[config.mk]
export PLATFORM = sky130hd
export DESIGN_NAME = return_path_unit
export DESIGN_NICKNAME = d
export VERILOG_FILES = /design/src/rtl/stream_xbar_pkg.sv /design/src/rtl/packet_rr_arbiter.sv /design/src/rtl/return_path_unit.sv
export SDC_FILE = /design/constraint.sdc
export NUM_CORES = 1
export LEC_CHECK = 0
export CORE_AREA = 2 2 66 115
export CTS_BUF_LIST = sky130_fd_sc_hd__clkbuf_8
export DETAILED_ROUTE_END_ITERATION = 7
export DIE_AREA = 0 0 68 117
export PLACE_DENSITY = 0.62
export SLEW_MARGIN = 20
export SYNTH_ARGS = -nofsm -noshare
export SYNTH_HDL_FRONTEND = slang
export SYNTH_SLANG_ARGS = --single-unit
[constraint.sdc]
create_clock -name clk_i -period 5.95 [get_ports clk_i]
set_input_delay 0.595 -clock clk_i [delete_from_list [all_inputs] [get_ports clk_i]]
set_output_delay 0.595 -clock clk_i [all_outputs]
set_load 0.03 [all_outputs]
[src/rtl/stream_xbar_pkg.sv]
// Shared types and helpers for the stream crossbar.
//   arb_state_e : packet arbiter state (IDLE between packets, LOCKED inside one)
//   rr_pick     : circular priority search over a request mask
package stream_xbar_pkg;

    localparam int MAX_PORTS = 32;
    localparam int MAX_IDX_W = 5;

    typedef enum logic {
        ARB_IDLE   = 1'b0,
        ARB_LOCKED = 1'b1
    } arb_state_e;

    // Returns the first set bit of mask[count-1:0], searching circularly from
    // last_idx+1, or -1 when no bit is set.
    function automatic int rr_pick(input logic [MAX_PORTS-1:0] mask,
                                   input int                   count,
                                   input int                   last_idx);
        int result;
        int idx;
        result = -1;
        idx    = 0;
        for (int k = 1; k <= MAX_PORTS; k++) begin
            if (k <= count && result < 0) begin
                idx = (last_idx + k) % count;
                if (mask[idx[MAX_IDX_W-1:0]]) result = idx;
            end
        end
        return result;
    endfunction

endpackage

[src/rtl/packet_rr_arbiter.sv]
// Round-robin arbiter that stays locked on one requester for a whole packet.
//   clk, rst    : clock, synchronous active-high reset
//   req         : request mask, one bit per master
//   last        : last flag of the currently granted master's beat
//   xfer        : a beat of the granted master is transferred this cycle
//   grant       : granted master index
//   grant_valid : grant is meaningful this cycle
module packet_rr_arbiter
    import stream_xbar_pkg::*;
#(
    parameter  int N     = 3,
    localparam int IDX_W = (N > 1) ? $clog2(N) : 1
) (
    input  logic             clk,
    input  logic             rst,
    input  logic [N-1:0]     req,
    input  logic             last,
    input  logic             xfer,
    output logic [IDX_W-1:0] grant,
    output logic             grant_valid
);

    arb_state_e       state_q, state_d;
    logic [IDX_W-1:0] owner_q, owner_d;
    logic [IDX_W-1:0] ptr_q,   ptr_d;
    int               pick;

    // Grant selection is kept apart from the next-state logic so the grant
    // never depends on xfer, which is itself derived from the grant.
    // NOTE: every output of an always_comb gets a default first, so no path
    // leaves a value unassigned and no latch is inferred.
    always_comb begin
        grant       = '0;
        grant_valid = 1'b0;
        pick        = -1;
        if (state_q == ARB_LOCKED) begin
            // Inside a packet only the owner may proceed, even if it stalls.
            grant       = owner_q;
            grant_valid = req[owner_q];
        end else begin
            pick = rr_pick(MAX_PORTS'(req), N, int'(ptr_q));
            if (pick >= 0) begin
                grant       = IDX_W'(pick);
                grant_valid = 1'b1;
            end
        end
    end

    always_comb begin
        state_d = state_q;
        owner_d = owner_q;
        ptr_d   = ptr_q;
        if (xfer) begin
            if (last) begin
                state_d = ARB_IDLE;
                ptr_d   = grant;
            end else if (state_q == ARB_IDLE) begin
                state_d = ARB_LOCKED;
                owner_d = grant;
            end
        end
    end

    // NOTE: sequential state uses non-blocking assignments so every register
    // samples the pre-edge values regardless of block ordering.
    always_ff @(posedge clk) begin
        if (rst) begin
            state_q <= ARB_IDLE;
            owner_q <= '0;
            ptr_q   <= IDX_W'(N - 1);   // master 0 wins the first round
        end else begin
            state_q <= state_d;
            owner_q <= owner_d;
            ptr_q   <= ptr_d;
        end
    end

endmodule

[src/rtl/return_path_unit.sv]
// Reverse-direction router of the stream crossbar: routes M master-side
// streams to S slave-side ports by m_id_i, with one packet-locked round-robin
// arbiter and one output register per slave-side port.
//   clk_i, rst_i         : clock, synchronous active-high reset
//   m_data_i/m_id_i      : master payload and target slave-side port
//   m_last_i/m_valid_i   : master end of packet / beat valid
//   m_ready_o            : master beat accepted (or dropped for a bad id)
//   s_data_o/s_dest_o    : routed payload and originating master index
//   s_last_o/s_valid_o   : end of packet / output valid
//   s_ready_i            : downstream ready
module return_path_unit
    import stream_xbar_pkg::*;
#(
    parameter  int T_DATA_WIDTH = 8,
    parameter  int S_DATA_COUNT = 2,
    parameter  int M_DATA_COUNT = 3,
    localparam int T_ID___WIDTH = $clog2(S_DATA_COUNT),
    localparam int T_DEST_WIDTH = $clog2(M_DATA_COUNT)
) (
    input  logic                                     clk_i,
    input  logic                                     rst_i,
    input  logic [M_DATA_COUNT-1:0][T_DATA_WIDTH-1:0] m_data_i,
    input  logic [M_DATA_COUNT-1:0][T_ID___WIDTH-1:0] m_id_i,
    input  logic [M_DATA_COUNT-1:0]                  m_last_i,
    input  logic [M_DATA_COUNT-1:0]                  m_valid_i,
    output logic [M_DATA_COUNT-1:0]                  m_ready_o,
    output logic [S_DATA_COUNT-1:0][T_DATA_WIDTH-1:0] s_data_o,
    output logic [S_DATA_COUNT-1:0][T_DEST_WIDTH-1:0] s_dest_o,
    output logic [S_DATA_COUNT-1:0]                  s_last_o,
    output logic [S_DATA_COUNT-1:0]                  s_valid_o,
    input  logic [S_DATA_COUNT-1:0]                  s_ready_i
);

    localparam int GRANT_W = (M_DATA_COUNT > 1) ? $clog2(M_DATA_COUNT) : 1;

    logic [S_DATA_COUNT-1:0][M_DATA_COUNT-1:0] req;
    logic [M_DATA_COUNT-1:0]                   drop;
    logic [GRANT_W-1:0] grant       [S_DATA_COUNT];
    logic               grant_valid [S_DATA_COUNT];
    logic               xfer        [S_DATA_COUNT];

    always_comb begin
        req  = '0;
        drop = '0;
        for (int i = 0; i < M_DATA_COUNT; i++) begin
            // A beat aimed past the last port is swallowed without routing.
            drop[i] = m_valid_i[i] && (int'(m_id_i[i]) >= S_DATA_COUNT);
            for (int j = 0; j < S_DATA_COUNT; j++) begin
                req[j][i] = m_valid_i[i] && (int'(m_id_i[i]) == j);
            end
        end
    end

    for (genvar j = 0; j < S_DATA_COUNT; j++) begin : g_port
        logic stage_free;
        logic sel_last;

        assign stage_free = !s_valid_o[j] || s_ready_i[j];
        assign sel_last   = m_last_i[grant[j]];
        assign xfer[j]    = grant_valid[j] && stage_free;

        packet_rr_arbiter #(.N(M_DATA_COUNT)) u_arb (
            .clk        (clk_i),
            .rst        (rst_i),
            .req        (req[j]),
            .last       (sel_last),
            .xfer       (xfer[j]),
            .grant      (grant[j]),
            .grant_valid(grant_valid[j])
        );
    end

    // A master only ever sees ready from the one port it targets, so the
    // per-port contributions never overlap.
    always_comb begin
        m_ready_o = '0;
        if (!rst_i) begin
            m_ready_o = drop;
            for (int j = 0; j < S_DATA_COUNT; j++) begin
                if (xfer[j]) m_ready_o[grant[j]] = 1'b1;
            end
        end
    end

    always_ff @(posedge clk_i) begin
        if (rst_i) begin
            s_valid_o <= '0;
            s_data_o  <= '0;
            s_dest_o  <= '0;
            s_last_o  <= '0;
        end else begin
            for (int j = 0; j < S_DATA_COUNT; j++) begin
                if (xfer[j]) begin
                    s_valid_o[j] <= 1'b1;
                    s_data_o[j]  <= m_data_i[grant[j]];
                    s_dest_o[j]  <= T_DEST_WIDTH'(grant[j]);
                    s_last_o[j]  <= m_last_i[grant[j]];
                end else if (s_ready_i[j]) begin
                    s_valid_o[j] <= 1'b0;
                end
            end
        end
    end

endmodule

==> flow_metrics.py <==
metrics = {
    "synthesis": {
        "ys_seq_area_share_pct": 25.0,
        "synth_seq_cells": 34,
        "yosys.area.top_type_share_pct": 25.0,
        "synth-main-ff-cell": "dfxtp_1",
        "synthCells": 331,
        "syn_area_per_cell_um2": 8.24,
        "synthTopCellsByArea": "dfxtp_1 25%, ha_1 8.3%, mux2i_1 5.5%",
        "ys_async_sr_fraction_pct": 0,
        "ys_types": 68,
        "yosysTopAreaCell": "dfxtp_1",
        "synth_fp_nets": 386,
        "yosys_warnings": 0,
        "synth_area_um2": 2730,
        "synth_edf_count": 0,
    },
    "timing": {
        "tns_ps": 0,
        "period_share_pct": 81.8,
        "fmax_ghz": 0.205,
        "grt_setup_unrepaired": "false",
        "relSlewSlack_pct": 44.7,
        "slew_viol_final": 0,
        "fin_worst_skew_ps": 6.91,
        "setup_viol": 0,
        "tightest_slew_ps": 827,
        "hold_viol": 0,
        "period_minus_slack_ps": 4870,
    },
    "final_layout": {
        "final_cell_mix": "63 x clkdlybuf4s50_1, 34 x dfxtp_1, 27 x nor2_1",
        "final_cells": 473,
        "layout-drive-gt1-share_pct": 8.79,
        "antennaDiodeCount": 0,
        "finalNetCount": 441,
        "syn_to_final_growth_pct": 28.4,
        "layout_commonest_cell": "clkdlybuf4s50_1",
        "fill_cells": 730,
    },
    "detailed_routing": {
        "top_layer_used": "met4",
        "routed-wl-met2_um": 4360,
        "wl_met3_um": 372,
        "vias": 2801,
        "first_iter_violations": 210,
        "wl_met1_um": 3250,
        "antenna_left": 0,
        "post_drt_wl_per_cell_um": 17.5,
        "drt-total-wl_um": 8260,
        "first_pass_iters": 4,
        "via_per_inst": 5.92,
        "drc_errors": 0,
    },
    "floorplan": {
        "die_width_um": 68,
        "placementRows": 41,
        "pin_count": 64,
        "coreArea_um2": 7080,
        "die_h_um": 117,
        "start_util_pct": 38.5,
        "fp.dieArea_um2": 7960,
    },
    "setup_path": {
        "path_buf_inv": 3,
        "worstPathCellList": "inv_1 > ha_1 > nand3b_1 > ha_1 > o32ai_1 > and2_1 > o31ai_1 > buf_4 > nor2_2 > nand2_1 > a21oi_1 > clkdlybuf4s50_1",
        "max_stage_delay_ps": 700,
        "crit_family": "simple AND/OR/NAND/NOR gates",
        "cp-start-kind": "register",
        "cp_common_cell": "ha_1",
        "cp-end-kind": "output pin",
        "crit_type": "reg -> out",
        "cp.required_ps": 5360,
        "critPathSlowestCell": "clkdlybuf4s50_1",
        "cp_data_arrival_time_ps": 4270,
        "critPathMaxFanout": 14,
    },
    "clock_tree": {
        "numCtsBuffers": 5,
        "clk_latency_ps": 300,
        "clock_sinks": 34,
        "post-cts-setup-buffers": 0,
        "clk_pin_slew_ps": 70,
        "hold_buffers": 0,
        "cts_buffer_depth": 2,
        "cts_tree": "built",
        "root_buffer": "clkbuf_8",
        "cts_resized": 0,
        "htreeDepth": 2,
    },
    "outcome": {
        "outcome": "finished, final reports clean",
    },
    "global_routing": {
        "grt_pass1_vias": 2705,
        "antenna_found_initial": 0,
        "gr-total-overflow": 0,
        "grt_use_total_pct": 21.6,
        "grt_first_pass_wirelength_um": 13100,
        "grt_max_degree": 19,
    },
    "placement": {
        "place.gp.congestion": 0.951,
        "place_hpwl_um": 6260,
        "dp.cells": 465,
        "portBuffers": 63,
    },
    "pwr": {
        "power.leakage_nw": 1.40,
        "power_per_cell_area_nw_per_um2": 553,
        "ir_worst_vdd_v": 0.000289,
    },
    "job": {
        "max_cap_violations": 0,
    },
    "min_path": {
        "hold_class": "reg -> reg",
    },
}
-- path summary, 6_finish.rpt --
check	startpoint	endpoint	slack (ps)	cells past startpoint
setup / recovery	g_port[1].u_arb.ptr_q[0]	m_ready_o[1]	1080	12
hold / removal	s_dest_o[3]	s_dest_o[3]	460	2
setup reg to reg	g_port[0].u_arb.ptr_q[1]	g_port[0].u_arb.owner_q[1]	2310	13
hold reg to reg	s_dest_o[3]	s_dest_o[3]	460	2
-- Yosys cell counts, types with 2 or more instances --
cell type and n:
nor2_1 27, o21ai_0 19, o31ai_1 3, buf_2 7, a211oi_1 2, nand3_1 12, a31oi_1 2, mux2i_1 15
o2111ai_1 3, nand3b_1 8, nor4_1 2, nand2b_1 6, o211ai_1 2, and3_1 3, or3_1 2, nand4_1 3
dfxtp_1 34, ha_1 18, nand4b_1 4, mux2_2 10, a21o_1 3, clkbuf_1 11, o32ai_1 2, nand2_1 24
a41oi_1 4, a21oi_1 21, nor3_1 3, a22o_1 2, inv_1 19, nor3b_1 3, a221o_1 9, a221oi_1 8
o21a_1 2, and2_1 3, o211a_1 2
-- flip-flops by register name, indices dropped and copies added, names as in the netlist --
signal,cells
s_last_o,2
g_port.u_arb.state_q,2
g_port.u_arb.owner_q,4
s_valid_o,2
s_data_o,16
g_port.u_arb.ptr_q,4
s_dest_o,4
-- area by class of cell --
cell class,count,area (um2),area share [%]
timing repair buffer,67,661,18.9
inverter,20,75.1,2.14
multi-input combinational,258,1890,53.9
clock buffer,6,82.6,2.36
clock inverter,2,8.76,0.250
sequential,34,681,19.4
tap,86,108,3.07
-- power breakdown --
part,leakage (nW),internal (W),switching [W]
clock network,0.0524,0.0000918,0.0000937
logic,1.07,0.000554,0.000827
registers,0.280,0.000307,0.0000619
total,1.40,0.000953,0.000983
-- logic make-up (layout without fill, tap and decap cells) --
group,Yosys count,in the layout,share of synthesized area [%]
AOI/OAI and AO/OA,103,103,28.7
adders and majority gates,18,18,8.26
buffers and inverters,39,95,5.83
DFF,34,34,25.0
muxes,25,25,9.63
and+or+nand+nor,112,112,22.6
-- metrics by stage --
step           area, um2  hold slack [ps]  power (W)  utilization [%]  setup slack, ps
6_report            3500              458    0.00194             49.5             1080
5_1_grt             3500              478    0.00208             49.5              762
4_1_cts             3500              461    0.00194             49.5             1080
3_5_place_dp        3410              451    0.00175             48.2             1420
3_3_place_gp        3410              444    0.00174             48.2             1520
2_1_floorplan       2730              478    0.00135                -             2100
-- worst register-to-register path, cell delays in order, from the launching register on --
cell      delay, ps
dfxtp_1         470
inv_1           120
ha_1            440
inv_2           160
nand3_1          90
ha_1            310
nand3b_1        170
mux2_2          320
o31ai_1         330
a21oi_1          70
buf_4           210
o31a_1          160
or3_1           410
a32o_2          270
-- metal layers --
metal / global-route usage (%) / vias up
li1: - / 1359
met1: 23.7 / 1341
met2: 39.0 / 82
met3: 3.54 / 19
met4: 10.5 / 0
met5: 0 / -
No activity file was read; power rests on OpenSTA's default activity.
